<file path="config.mk">
export PLATFORM = sky130hd
export DESIGN_NAME = display_bcd_varredura
export DESIGN_NICKNAME = d
export VERILOG_FILES = /design/src/rtl/display_bcd_varredura.sv
export SDC_FILE = /design/constraint.sdc
export NUM_CORES = 1
export LEC_CHECK = 0
export CORE_MARGIN = 2
export CORE_UTILIZATION = 30
export DETAILED_ROUTE_END_ITERATION = 6
export SETUP_SLACK_MARGIN = 0.1
export SYNTH_ARGS = -nofsm -noshare
export SYNTH_HDL_FRONTEND = slang
export SYNTH_SLANG_ARGS = --single-unit
</file>
<file path="constraint.sdc">
create_clock -name clock -period 4.8 [get_ports clock]
set_input_delay 1.44 -clock clock [delete_from_list [all_inputs] [get_ports clock]]
set_output_delay 1.44 -clock clock [all_outputs]
set_load 0.01 [all_outputs]
</file>
<file path="src/rtl/display_bcd_varredura.sv">
// Time-multiplexed 8-digit common-anode seven-segment driver fed by packed BCD.
// New values are buffered and committed only on slot boundaries; outputs are registered.
module display_bcd_varredura #(
    parameter int NUM_DIGITS  = 8,
    parameter int SCAN_DIV    = 50000,
    parameter int BLINK_SCANS = 64
) (
    input  logic                    clock,
    input  logic                    reset,
    input  logic [4*NUM_DIGITS-1:0] segmentos,
    input  logic                    neg,
    input  logic                    atualiza,
    output logic [NUM_DIGITS-1:0]   anodo,
    output logic [6:0]              catodo,
    output logic                    estouro,
    output logic                    erro_bcd
);

    localparam int PRESC_W = $clog2(SCAN_DIV);
    localparam int DIG_W   = $clog2(NUM_DIGITS);
    localparam int SCAN_W  = (BLINK_SCANS > 1) ? $clog2(BLINK_SCANS) : 1;

    localparam logic [PRESC_W-1:0] PRESC_LAST = PRESC_W'(SCAN_DIV - 1);
    localparam logic [DIG_W-1:0]   DIG_LAST   = DIG_W'(NUM_DIGITS - 1);
    localparam logic [SCAN_W-1:0]  SCAN_LAST  = SCAN_W'(BLINK_SCANS - 1);

    localparam logic [6:0] SEG_MINUS = 7'h3F;
    localparam logic [6:0] SEG_E     = 7'h06;
    localparam logic [6:0] SEG_BLANK = 7'h7F;

    typedef enum logic {
        PH_ON,
        PH_OFF
    } phase_t;

    logic [PRESC_W-1:0]      presc;
    logic [DIG_W-1:0]        dig;
    logic [4*NUM_DIGITS-1:0] sombra;
    logic                    sombra_neg;
    logic                    pend;
    logic [4*NUM_DIGITS-1:0] ativo;
    logic                    ativo_neg;
    phase_t                  phase;
    phase_t                  phase_next;
    logic [SCAN_W-1:0]       scan_cnt;
    logic [SCAN_W-1:0]       scan_cnt_next;

    logic                    slot_end;
    logic                    scan_wrap;
    logic                    commit;
    logic [4*NUM_DIGITS-1:0] commit_val;
    logic                    commit_neg;
    logic [DIG_W-1:0]        msd;
    logic [3:0]              nibble;
    logic [6:0]              code;
    logic [NUM_DIGITS-1:0]   anodo_next;

    function automatic logic [6:0] seg_decode(input logic [3:0] n);
        case (n)
            4'd0:    seg_decode = 7'h40;
            4'd1:    seg_decode = 7'h79;
            4'd2:    seg_decode = 7'h24;
            4'd3:    seg_decode = 7'h30;
            4'd4:    seg_decode = 7'h19;
            4'd5:    seg_decode = 7'h12;
            4'd6:    seg_decode = 7'h02;
            4'd7:    seg_decode = 7'h78;
            4'd8:    seg_decode = 7'h00;
            4'd9:    seg_decode = 7'h10;
            default: seg_decode = SEG_E;
        endcase
    endfunction

    // Highest non-zero nibble; an all-zero value still reports digit 0.
    function automatic logic [DIG_W-1:0] find_msd(input logic [4*NUM_DIGITS-1:0] v);
        find_msd = '0;
        for (int i = 0; i < NUM_DIGITS; i++) begin
            if (v[4*i +: 4] != 4'd0) find_msd = DIG_W'(i);
        end
    endfunction

    function automatic logic has_invalid(input logic [4*NUM_DIGITS-1:0] v);
        has_invalid = 1'b0;
        for (int i = 0; i < NUM_DIGITS; i++) begin
            if (v[4*i +: 4] > 4'd9) has_invalid = 1'b1;
        end
    endfunction

    assign slot_end   = (presc == PRESC_LAST);
    assign scan_wrap  = slot_end && (dig == DIG_LAST);
    // A strobe landing on the boundary edge goes straight to the display.
    assign commit     = slot_end && (pend || atualiza);
    assign commit_val = atualiza ? segmentos : sombra;
    assign commit_neg = atualiza ? neg : sombra_neg;

    // NOTE: every sequential register uses <= so all of them see pre-edge values.
    always_ff @(posedge clock) begin
        if (!reset) begin
            presc      <= '0;
            dig        <= '0;
            sombra     <= '0;
            sombra_neg <= 1'b0;
            pend       <= 1'b0;
            ativo      <= '0;
            ativo_neg  <= 1'b0;
            estouro    <= 1'b0;
            erro_bcd   <= 1'b0;
        end else begin
            if (slot_end) begin
                presc <= '0;
                dig   <= (dig == DIG_LAST) ? '0 : dig + 1'b1;
            end else begin
                presc <= presc + 1'b1;
            end

            if (atualiza) begin
                sombra     <= segmentos;
                sombra_neg <= neg;
                pend       <= 1'b1;
            end

            if (commit) begin
                ativo     <= commit_val;
                ativo_neg <= commit_neg;
                pend      <= 1'b0;
                estouro   <= commit_neg && (find_msd(commit_val) == DIG_LAST);
                erro_bcd  <= has_invalid(commit_val);
            end
        end
    end

    // NOTE: always_comb assigns defaults first so no path leaves a latch behind.
    always_comb begin
        phase_next    = phase;
        scan_cnt_next = scan_cnt;
        if (!estouro) begin
            phase_next    = PH_ON;
            scan_cnt_next = '0;
        end else if (scan_wrap) begin
            if (scan_cnt == SCAN_LAST) begin
                scan_cnt_next = '0;
                phase_next    = (phase == PH_ON) ? PH_OFF : PH_ON;
            end else begin
                scan_cnt_next = scan_cnt + 1'b1;
            end
        end
    end

    always_ff @(posedge clock) begin
        if (!reset) begin
            phase    <= PH_ON;
            scan_cnt <= '0;
        end else begin
            phase    <= phase_next;
            scan_cnt <= scan_cnt_next;
        end
    end

    always_comb begin
        msd    = find_msd(ativo);
        nibble = ativo[4*int'(dig) +: 4];
        code   = SEG_BLANK;
        if (dig <= msd) begin
            code = seg_decode(nibble);
        end else if (ativo_neg && (int'(dig) == int'(msd) + 1)) begin
            code = SEG_MINUS;
        end
    end

    // First cycle of each slot is dark so the previous digit does not ghost.
    always_comb begin
        anodo_next = '1;
        if ((presc != '0) && !(estouro && (phase == PH_OFF))) begin
            anodo_next[dig] = 1'b0;
        end
    end

    always_ff @(posedge clock) begin
        if (!reset) begin
            anodo  <= '1;
            catodo <= SEG_BLANK;
        end else begin
            anodo  <= anodo_next;
            catodo <= code;
        end
    end

endmodule

</file>
### Yosys cells after proc, flatten, opt, wreduce, memory -nomap -nowiden

Memories as Yosys holds them, arrays and structs flattened.
Cells that the tools add are included.

* flip-flop bits (word level): 110
* output and inout port bits: 17
* ROM bits: 112
* memories: 1
* input bits: 36
* word-level logic and storage cells: 99

* multiplexer cells: 33
* eq/ne operators: 5
* add/sub/neg operators: 4
* shift operators: 1
* bitwise operators: 2
* $lt $le $gt $ge: 11
* reductions and logical operators: 29

Memory list
* (name not given): words 16, width 7, read ports 1, clocked after Yosys merged registers in 0, wr ports 0, line 59 `case (n)`

Operator list (number)
* $reduce_bool 4->1: 14
* $mux 3: 15
* $gt 4x4->1 const B: 8
* $mux 32: 1
* $shiftx 32x6->4: 1
* $add 16x1->16 const B: 1
* $eq 16x16->1 const B: 1
* $reduce_bool 16->1: 1
* $mux 7: 2
* $mux 1: 13
* $not 8->8: 1
* $logic_and 1x1->1: 7
* $add 6x1->6 const B: 1
* $eq 3x3->1 const B: 2
* $eq 6x6->1 const B: 1
* $mux 6: 1
* $reduce_and 2->1: 3
* $add 3x1->4 const B: 1
* $eq 3x4->1: 1
* $lt 3x4->1 const B: 1
* $reduce_or 2->1: 2
* $add 3x1->3 const B: 1
* $demux 1 s3: 1
* $ge 3x1->1 const B: 1
* other kinds (4): 4

### Depth between registers and ports, before layout

* depth in word-level cells: 13
* gate-level depth with buffers: 11
* gate-level depth less buffers: 11

### Worst setup path after synthesis

No wires, ideal clock.

* path kind: in2reg
* start: in atualiza
* end: reg ativo[28]
* buffers on the path: 2
* cell stages on the path: 4
* required time: 4.664 ns
* library setup time: 0.136 ns
* slack: 2.039 ns
* data arrival time: 2.626 ns
* path through: buf_1 buf_1 mux2i_1 a211oi_2

* word-level cells in the longest chain between the ends: 2
* elaborated cells between the ends (all ways): 3
* classes of those cells: mux (1); reduce/logical (2)

Ends and longest elaborated chain
* from (decl): line 12 `input logic atualiza,`
* $logic_or 1x1->1: line 92 `assign commit = slot_end && (pend || atualiza);`
* $logic_and 1x1->1: line 92
* to (signal assigned): line 123 `ativo <= commit_val;`
* to (decl): line 41 `logic [4*NUM_DIGITS-1:0] ativo;`

Parallel ways exist; a longest one is shown, timed or not.
A chain may end at the register's enable or synchronous reset.

### Worst setup path in the final report

* start: reg ativo[24]
* end: reg catodo[5]

* word-level cells in the longest chain between the ends: 5
* elaborated cells between the ends (all ways): 7
* classes of those cells: order compare (1); shift (1); mux (3); reduce/logical (1); memory (1)

Ends and longest elaborated chain
* parallel branches: the longest is 4 deep, another holds $mem_v2 16x7
* $mux 7 *: line 163 `if (dig <= msd) begin`
* to (signal assigned): line 184 `catodo <= code;`
* to (decl): line 14 `output logic [6:0] catodo,`

Every way passes the cells marked *.

==> results.tsv <==
metric	value	unit
status	finished, final reports clean	
hold_slack	487	ps
rows	46	
cts_setup_buffers	0	
crit_path_top_delay_cell	nor4_1	
initial_utilization	30.3	%
ys_types	49	
tightest_slew	720	ps
hold_buffers	0	
synthFlopType	dfxtp_1	
yosysMostFrequentCell	dfxtp_1	
wl_per_cell	14.2	um
synth_seq_cells	110	
p_leak	2.12	nW
htree_levels	3	
setup_violations	0	
design.die.area	16900	um2
ctsResizeCount	0	
routed_wl	11000	um
powerDensity	315	nW/um2
grt_max_degree	70	
synth_area_leaders	dfxtp_1, mux2i_1, nor2_1	
num_vias	3788	
cp_max_fo	7	
drc	0	
ant_nets	0	
crit_chain	nor4_1, nand2_1, or2_2, inv_1, ha_1, nor2b_1, o21a_1, o21ai_0, and2_0, o21ai_0	
grt_pass1_vias	3797	
dp_hpwl	8250	um
power_frac_comb	6.6	%
dp_cells	762	
nNetsFinal	606	
die_h	130	um
finalSetupTns	0	ps
hold_class	register to register	
syn_avg_cell_area	9.25	um2
vias_per_cell	4.87	
stdcell_count	778	
diodes	0	
yosysTopAreaCellShare	46.2	%
cts_buffers	9	
antenna_found_initial	0	
fmax	360	MHz
dr.pass1.iters	5	
io_buffers	52	
place_congestion	0.843	
gr-total-overflow	0	
layout_min_cycle_time	2780	ps
synth_edf_count	0	
async_reset_ff_share	0	%
startpoint_type	register	
cts_root_buf	clkbuf_16	
synth_seq_area_share	46.2	%
yosysWarnings	0	
clock_power_share	41.4	%
rsz0062_at_grt	no	
clock_latency	360	ps
grt_pass1_wl	18600	um
min_period_over_period	57.8	%
cp.buffers_inverters	1	
synth_fp_nets	564	
vdd_drop_max	0.173	mV
relSlewSlack	51.9	%
worst_ep_arrival_time	3000	ps
slew_violations	0	
cts_sinks	110	
num_io_pins	53	
p_sw	0.420	mW
syn_to_final_growth	21.1	%
seq_power_share	52.0	%
sw_frac_of_total	23.1	%
maxCapViolations	0	
drtIter0Drc	212	
fillers	1539	
clk_path_buf_depth	2	
grt_usage	14.1	%
finClkSkew	9.79	ps
cp.required	5020	ps
synthesis.area	4760	um2
drive_gt1_share	6.94	%
die_x	130	um
synth.top_cells.by_count	dfxtp_1, nor2_1, mux2i_1, a211oi_1	
hold_viol	0	
crit_top_cell	o21ai_0	
p_int	1.40	mW
power.total	1.82	mW
cp_top_family	simple AND/OR/NAND/NOR gates	
synthCells	515	
endpoint_kind	register	
worstSetupPathType	register to register	
synth_largest_area_cell	dfxtp_1	
cts_tree	done	
core	15700	um2
max_stage_delay	580	ps
path_clk_slew	80	ps
## power groups by stage
| stage | Clock (mW) | Combinational, mW | Sequential [mW] |
|---|---|---|---|
| after floorplan | 0 | 0.0607 | 0.965 |
| after global placement | 0 | 0.120 | 0.965 |
| after detailed placement | 0 | 0.121 | 0.966 |
| after CTS | 0.773 | 0.122 | 0.945 |
| after global routing | 0.811 | 0.132 | 0.948 |
| final | 0.753 | 0.120 | 0.945 |
## tightest hold or removal path: cells and delay by family (launching register included)
family,cells,cell delay [ps]
compound gates,2,110
flops,1,320
## cells in the final DEF (no fill, tap or decap), drive strengths merged, types with 2 or more instances in the layout
master         instances
buf                    6
clkinv                 4
and3                   5
nor4                   9
a21oi                 12
clkdlybuf4s50         51
inv                   11
ha                    13
and3b                  3
mux2i                 40
and2                   3
a21boi                 2
o22ai                  2
clkinvlp               2
dfxtp                110
mux2                   2
nand2                 27
or3                    4
nor2                 102
nand3                 14
a211oi                34
xor2                   7
o21ai                 27
nand4                 10
nor4b                  2
o211ai                 3
clkbuf                 9
or4                    4
mux4                   4
a31oi                  2
o21a                   2
nor3b                  3
nor3                   7
or2                    2
xnor2                 12
o31ai                  2
a211o                  3
## layer usage
metal	track usage (%)	vias to the layer above	share of wire (%)
li1	-	1917	-
met1	18.3	1780	48
met2	23.2	79	46
met3	2.34	12	4.1
met4	6.26	0	1.9
met5	0	-	0
## flip-flops by register name, summed over array words and instances, names as in the netlist
signal and count:
anodo 8, ativo 32, ativo_neg 1, catodo 7, dig 3, erro_bcd 1
estouro 1, pend 1, phase 1, presc 16, scan_cnt 6, sombra 32
sombra_neg 1
## cells by family (layout without fill, tap and decap cells)
kind of cell / after synthesis / in the layout / share of synthesized area (%)
and+or+nand+nor: 198 / 198 / 19.7
DFF: 110 / 110 / 46.2
AOI/OAI and AO/OA: 92 / 92 / 13.1
muxes: 46 / 46 / 10.8
buffers and inverters: 37 / 84 / 3.34
xor gates and xnor gates: 19 / 19 / 3.49
adders and majority gates: 13 / 13 / 3.41
## path summary, 6_finish.rpt
| check | depth (start not counted) | startpoint | to | slack [ps] |
|---|---|---|---|---|
| max | 10 | ativo[24] | catodo[5] | 2020 |
| max reg2reg | 10 | ativo[24] | catodo[5] | 2020 |
| min | 2 | scan_cnt[5] | scan_cnt[5] | 490 |
| min reg2reg | 2 | scan_cnt[5] | scan_cnt[5] | 490 |
## through the flow
stage	utilization [%]	setup WS (ps)	cell area (um2)
after floorplan	-	2040	4760
after global placement	34.8	1730	5470
after detailed placement	34.8	1660	5470
after CTS	36.7	2010	5770
after global routing	36.7	1830	5770
final	36.7	2020	5770
## cell type report
class | instances | area (um2) | share of cell area [%]
sequential | 110 | 2200 | 38.2
clock inverter | 7 | 72.6 | 1.26
inverter | 11 | 41.3 | 0.716
multi-input combinational | 368 | 2400 | 41.7
timing repair buffer | 57 | 553 | 9.59
clock buffer | 9 | 225 | 3.91
tap | 216 | 270 | 4.69
No activity file was read; power rests on OpenSTA's default activity.
